`config.mk`:
```
export PLATFORM = sky130hd
export DESIGN_NAME = crypto_keyslot_wrapper
export DESIGN_NICKNAME = d
export VERILOG_FILES = /design/src/rtl/crypto_keyslot_wrapper.sv
export SDC_FILE = /design/constraint.sdc
export NUM_CORES = 2
export LEC_CHECK = 0
export CAP_MARGIN = 10
export CORE_MARGIN = 8
export CORE_UTILIZATION = 30
export DETAILED_ROUTE_END_ITERATION = 8
export GPL_TIMING_DRIVEN = 0
export SLEW_MARGIN = 20
export SYNTH_ARGS = -nofsm -noshare
export SYNTH_HDL_FRONTEND = slang
export SYNTH_SLANG_ARGS = --single-unit
```
`constraint.sdc`:
```
create_clock -name clk_i -period 5.5 [get_ports clk_i]
set_input_delay 1.1 -clock clk_i [delete_from_list [all_inputs] [get_ports clk_i]]
set_output_delay 1.1 -clock clk_i [all_outputs]
set_load 0.01 [all_outputs]
```
`src/rtl/crypto_keyslot_wrapper.sv`:
```
// Register-mapped front end for a block-cipher core with N_KEYS selectable key slots.
// Define KEYSLOT_ZEROIZE_EN to enable CTRL zeroize and the key wipe on timeout.
module crypto_keyslot_wrapper #(
   parameter int unsigned N_KEYS    = 3,
   parameter int unsigned KEY_WORDS = 6,
   parameter int unsigned BLK_WORDS = 4,
   parameter int unsigned TIMEOUT   = 64
) (
   input  logic                    clk_i,
   input  logic                    rst_i,
   input  logic [7:0]              reglk_ctrl_i,
   input  logic                    reg_valid_i,
   input  logic                    reg_write_i,
   input  logic [31:0]             reg_addr_i,
   input  logic [31:0]             reg_wdata_i,
   output logic                    reg_ready_o,
   output logic [31:0]             reg_rdata_o,
   output logic                    reg_error_o,
   output logic                    core_start_o,
   output logic [32*BLK_WORDS-1:0] core_pt_o,
   output logic [32*KEY_WORDS-1:0] core_key_o,
   input  logic [32*BLK_WORDS-1:0] core_ct_i,
   input  logic                    core_ct_valid_i,
   output logic                    busy_o,
   output logic                    irq_o
);
   localparam int unsigned KS_W  = (N_KEYS > 1) ? $clog2(N_KEYS) : 1;
   localparam int unsigned KW_W  = (KEY_WORDS > 1) ? $clog2(KEY_WORDS) : 1;
   localparam int unsigned BW_W  = (BLK_WORDS > 1) ? $clog2(BLK_WORDS) : 1;
   localparam int unsigned CNT_W = $clog2(TIMEOUT);
   localparam int unsigned IDX_W = 7;

   typedef enum logic [1:0] {S_IDLE, S_LAUNCH, S_WAIT} state_t;

   state_t           state;
   logic [31:0]      key_q [N_KEYS][KEY_WORDS];
   logic [31:0]      pt_q  [BLK_WORDS];
   logic [31:0]      ct_q  [BLK_WORDS];
   logic [KS_W-1:0]  key_sel_q;
   logic             done_q;
   logic             timeout_q;
   logic [CNT_W-1:0] cnt_q;

   logic [IDX_W-1:0] idx;
   logic [IDX_W-1:0] kofs;
   logic [3:0]       dec_k;
   logic [2:0]       dec_w;
   logic [BW_W-1:0]  blk_idx;
   logic             is_ctrl, is_stat, is_ksel, is_pt, is_ct, is_key;
   logic             illegal, rd_lock, wr_lock;
   logic             accept, wr_en, resp_err, zero_req, start_c;
   logic [31:0]      rdata_c;
   logic             unused_bits;

   assign unused_bits = ^{reg_addr_i[31:9], reg_addr_i[1:0], reglk_ctrl_i[7], reglk_ctrl_i[0]};

   // Address decode, lock/busy qualification and read mux for the request on the bus
   always_comb begin
      idx      = reg_addr_i[8:2];
      kofs     = idx - 7'd16;
      dec_k    = kofs[6:3];
      dec_w    = kofs[2:0];
      blk_idx  = BW_W'(idx[1:0]);
      is_ctrl  = (idx == 7'd0);
      is_stat  = (idx == 7'd1);
      is_ksel  = (idx == 7'd2);
      is_pt    = (idx[6:2] == 5'd1) && (32'(idx[1:0]) < BLK_WORDS);
      is_ct    = (idx[6:2] == 5'd2) && (32'(idx[1:0]) < BLK_WORDS);
      is_key   = (idx >= 7'd16) && (32'(dec_k) < N_KEYS) && (32'(dec_w) < KEY_WORDS);
      illegal  = !(is_ctrl || is_stat || is_ksel || is_pt || is_ct || is_key) ||
                 (!reg_write_i && is_key) || (reg_write_i && is_ct);
      rd_lock  = (is_pt && reglk_ctrl_i[2]) || (is_ct && reglk_ctrl_i[4]) ||
                 (is_stat && reglk_ctrl_i[6]);
      wr_lock  = (is_ctrl && reglk_ctrl_i[1]) || (is_pt && reglk_ctrl_i[3]) ||
                 ((is_key || is_ksel) && reglk_ctrl_i[5]);
      accept   = reg_valid_i && !reg_ready_o;
      resp_err = 1'b0;
      wr_en    = 1'b0;
      rdata_c  = '0;
      zero_req = 1'b0;
`ifdef KEYSLOT_ZEROIZE_EN
      zero_req = reg_wdata_i[1] && !reglk_ctrl_i[5];
`endif
      if (illegal) begin
         resp_err = 1'b1;
      end else if (reg_write_i) begin
         if (!wr_lock) begin
            if (busy_o && (is_pt || is_key || is_ksel))
               resp_err = 1'b1;
            else if (busy_o && is_ctrl && (reg_wdata_i[0] || zero_req))
               resp_err = 1'b1;
            else if (is_ksel && (reg_wdata_i >= N_KEYS))
               resp_err = 1'b1;
            else
               wr_en = 1'b1;
         end
      end else if (!rd_lock) begin
         if (is_stat)      rdata_c = {29'b0, timeout_q, done_q, busy_o};
         else if (is_ksel) rdata_c = 32'(key_sel_q);
         else if (is_pt)   rdata_c = pt_q[blk_idx];
         else if (is_ct)   rdata_c = ct_q[blk_idx];
      end
      start_c = accept && wr_en && is_ctrl && reg_wdata_i[0];
   end

   always_comb begin
      core_pt_o = '0;
      for (int unsigned b = 0; b < BLK_WORDS; b++)
         core_pt_o[32*b +: 32] = pt_q[BW_W'(b)];
   end

   // Bus response, register file and launch/wait/timeout sequencer
   always_ff @(posedge clk_i) begin
      if (rst_i) begin
         state        <= S_IDLE;
         key_q        <= '{default: '0};
         pt_q         <= '{default: '0};
         ct_q         <= '{default: '0};
         key_sel_q    <= '0;
         done_q       <= 1'b0;
         timeout_q    <= 1'b0;
         cnt_q        <= '0;
         reg_ready_o  <= 1'b0;
         reg_rdata_o  <= '0;
         reg_error_o  <= 1'b0;
         core_start_o <= 1'b0;
         core_key_o   <= '0;
         busy_o       <= 1'b0;
         irq_o        <= 1'b0;
      end else begin
         reg_ready_o  <= accept;
         reg_rdata_o  <= accept ? rdata_c : '0;
         reg_error_o  <= accept && resp_err;
         core_start_o <= 1'b0;
         irq_o        <= 1'b0;

         if (accept && wr_en) begin
            if (is_pt)   pt_q[blk_idx] <= reg_wdata_i;
            if (is_key)  key_q[KS_W'(dec_k)][KW_W'(dec_w)] <= reg_wdata_i;
            if (is_ksel) key_sel_q <= KS_W'(reg_wdata_i);
            if (is_stat && reg_wdata_i[1]) done_q    <= 1'b0;
            if (is_stat && reg_wdata_i[2]) timeout_q <= 1'b0;
`ifdef KEYSLOT_ZEROIZE_EN
            if (is_ctrl && zero_req) key_q[key_sel_q] <= '{default: '0};
`endif
         end

         // Status sets come after the W1C above so a same-cycle completion wins
         case (state)
            S_IDLE: begin
               if (start_c) begin
                  state        <= S_LAUNCH;
                  core_start_o <= 1'b1;
                  busy_o       <= 1'b1;
               end
            end
            S_LAUNCH: begin
               done_q    <= 1'b0;
               timeout_q <= 1'b0;
               cnt_q     <= '0;
               state     <= S_WAIT;
            end
            S_WAIT: begin
               if (core_ct_valid_i) begin
                  for (int unsigned b = 0; b < BLK_WORDS; b++)
                     ct_q[BW_W'(b)] <= core_ct_i[32*b +: 32];
                  done_q <= 1'b1;
                  irq_o  <= 1'b1;
                  busy_o <= 1'b0;
                  state  <= S_IDLE;
               end else if (cnt_q == CNT_W'(TIMEOUT - 1)) begin
                  timeout_q <= 1'b1;
                  irq_o     <= 1'b1;
                  busy_o    <= 1'b0;
                  state     <= S_IDLE;
`ifdef KEYSLOT_ZEROIZE_EN
                  key_q     <= '{default: '0};
`endif
               end else begin
                  cnt_q <= cnt_q + CNT_W'(1);
               end
            end
            default: state <= S_IDLE;
         endcase

         for (int unsigned w = 0; w < KEY_WORDS; w++)
            core_key_o[32*w +: 32] <= key_q[key_sel_q][KW_W'(w)];
      end
   end

endmodule

```
==> run summary <==
CTS Buf Count: 117
Crit path kind: input pin to register
Worst Hold Depth: 2
Largest net degree at the start of global routing: 17
Clock skew: 32.9 ps
Number of global-route vias before repair: 42800
Die X: 398 um
Worst-margin pin slew: 1310 ps
Status: finished, violations left
Register Area: 0.0215 mm2
Crit-path most repeated cell: clkbuf_1
Area Growth Syn to Fin: 28.5%
Final Hold Viols: 0
1st-pass router iterations: 9
Core area: 0.145 mm2
Initial antenna violation count: 29
FMAX: 0.210 GHz
Number of post-CTS setup repair buffers: 0
Final WL: 219000 um
HPWL after detailed placement: 162000 um
RSZ-0062 raised after global routing: no
Syn_area_per_cell: 8.31 um2
Most frequent cells in the layout: dfxtp_1, a21oi_1, nand3_1
Die Y: 398 um
Initial Util: 30.1%
Yosys reg bits: 1073
Slowest stage delay, CP: 970 ps
Clk_lat worst skew: 770 ps
Setup TNS: 0 ps
IO Pins: 562
Port buffer count: 529
Post-synthesis sequential area ratio: 49.2%
Fill count: 14900
Cell family contributing the most delay on the critical path: buffers and inverters
Final non-filler cell total: 7962
Initial DRC count: 6366
Routed Antenna Nets: 0
Fraction of layout cells with a size suffix above 1: 7.91%
Post-synth ARST share: 0%
Final worst path period need: 4750 ps
CTS clk-pin slew, worst paths: 60 ps
Peak VDD IR: 0.275 mV
Final setup viols: 0
Relative max-transition margin: 12.9%
Total grt overflow: 0
Post-synthesis net count: 5468
# nets final: 6139
Synth area leaders: dfxtp_1, a21oi_1, nand3_1
First-pass GRT wire length: 305000 um
Total Routing Usage GR: 26.1%
Maxcap violations: 0
Arrival time worst endpoint: 5420 ps
Mapped Cells: 5256
Worst reg-to-reg path cell count: 7
Crit path depth: 12
# resized after CTS: 0
CTS Hold Bufs: 0
Top-area cell type share of the netlist area: 49.2%
Synth area leader: dfxtp_1
WL per Instance: 27.5 um
Total number of vias: 45400
CTS tree: built
Htree depth: 3
Clock Sinks: 1073
Gpl congestion: 0.965
Vias per cell: 5.70
Startpoint types: input pin
DRC: 6
WP buf/inv: 5
Pwr Density: 310 mW/mm2
Violated checks: design-rule violations
Leakage: 17.8 nW
Yosys synthesis warning count: 0
Multi-input gate area: 0.0197 mm2
Crit. End Element: register
Max Buffers Root-to-Sink: 3
Period utilisation layout: 86.4%
CP Data Required Time: 6170 ps
Die ar.: 0.158 mm2
Synth unique cells: 57
FP Rows: 140
Fin. max-slew vios: 0
Commonest non-fill, non-tap cell in the layout: dfxtp_1
Cell Area, Synth: 0.0437 mm2
Placed insts: 7725
CTS root buf: clkbuf_16
Slowest cell on the critical path: clkbuf_1
Critical Path, Cell by Cell: clkbuf_1, inv_1, ha_1, nor4bb_1, clkbuf_1, a32oi_1, nand2_1, nor4_4, clkbuf_1, clkbuf_1, nand3_1, a21oi_1
Hold/Removal Path Class: register to register
Worst-path maximum fanout: 10
Dominant synthesized flop cell: dfxtp_1
Post-synth EDFFs: 0
[through the flow]
step,setup slack [ps],utilization [%],area [um2],hold slack (ps),power (W)
2_1_floorplan,1710,-,43700,432,0.00842
3_3_place_gp,309,35.4,51400,439,0.00903
3_5_place_dp,313,35.9,52000,447,0.00909
4_1_cts,1090,38.7,56100,455,0.0174
5_1_grt,731,38.7,56100,468,0.0178
6_report,746,38.7,56100,455,0.0174
[state kept, by name (all words and copies together) (netlist names), 2 cells and up]
signal and cells:
core_pt_o 128, key_sel_q 2, state 2, cnt_q 6, reg_rdata_o 32, key_q 576
core_key_o 192, ct_q 128
[worst paths after layout]
check | start | end | slack (ps)
worst max-delay path | reg_addr_i[6] | key_q[193] | 750
worst min register to register | ct_q[21] | ct_q[21] | 450
worst max register to register | key_sel_q[0] | core_key_o[162] | 2060
worst min-delay path | ct_q[21] | ct_q[21] | 450
[worst register-to-register path, delay by kind of cell, from the launching register on]
family / cells / cell delay [ps]
AND/OR/NAND/NOR: 2 / 300
buffers and inverters: 4 / 2330
AO/OA/AOI/OAI: 1 / 420
flip-flops: 1 / 300
[final cells by class]
| class | instances | area share [%] |
|---|---|---|
| buffer | 607 | 4.59 |
| antenna | 18 | 0.0802 |
| multi-input combinational | 3567 | 35.0 |
| inverter | 9 | 0.0602 |
| sequential | 1073 | 38.3 |
| timing repair buffer | 552 | 10.4 |
| tap | 1917 | 4.27 |
| clock inverter | 43 | 1.08 |
| clock buffer | 176 | 6.20 |
[cell families (layout without fill, tap and decap cells)]
family	Yosys count	after routing	share of synthesized area, %
and+or+nand+nor	1497	1497	15.8
other	0	18	0
xor gates and xnor gates	4	4	0.0802
DFF	1073	1073	49.2
muxes	259	259	7.77
buffers and inverters	616	1387	5.82
adders and majority gates	7	7	0.201
AOI/OAI and AO/OA	1800	1800	21.1
[cells in the mapped netlist (all sizes together) (5+ instances only)]
library cell / count
ha: 7
mux2i: 195
o22a: 6
buf: 162
inv: 9
o21ai: 708
nand3: 714
dfxtp: 1073
nand2b: 5
a21oi: 1025
clkbuf: 445
nor2b: 5
nor4: 28
or3: 5
mux4: 64
nand2: 275
or4: 20
nor2: 424
a22oi: 36
nand4: 5
[power breakdown]
group | switching [W] | leakage [nW] | total (W) | internal [W]
combinational | 0.000923 | 7.16 | 0.00121 | 0.000290
sequential | 0.00000187 | 8.64 | 0.00777 | 0.00777
clock | 0.00346 | 2.01 | 0.00839 | 0.00493
[layer usage]
| metal | wire (um) | part of all wire (%) | GRT usage (%) |
|---|---|---|---|
| met1 | 80800 | 37 | 30.9 |
| met2 | 95100 | 43 | 40.3 |
| met3 | 26500 | 12 | 9.47 |
| met4 | 16400 | 7.5 | 16.2 |
| met5 | 178 | 0.081 | 0 |
Power figures use the tool's default switching activity.
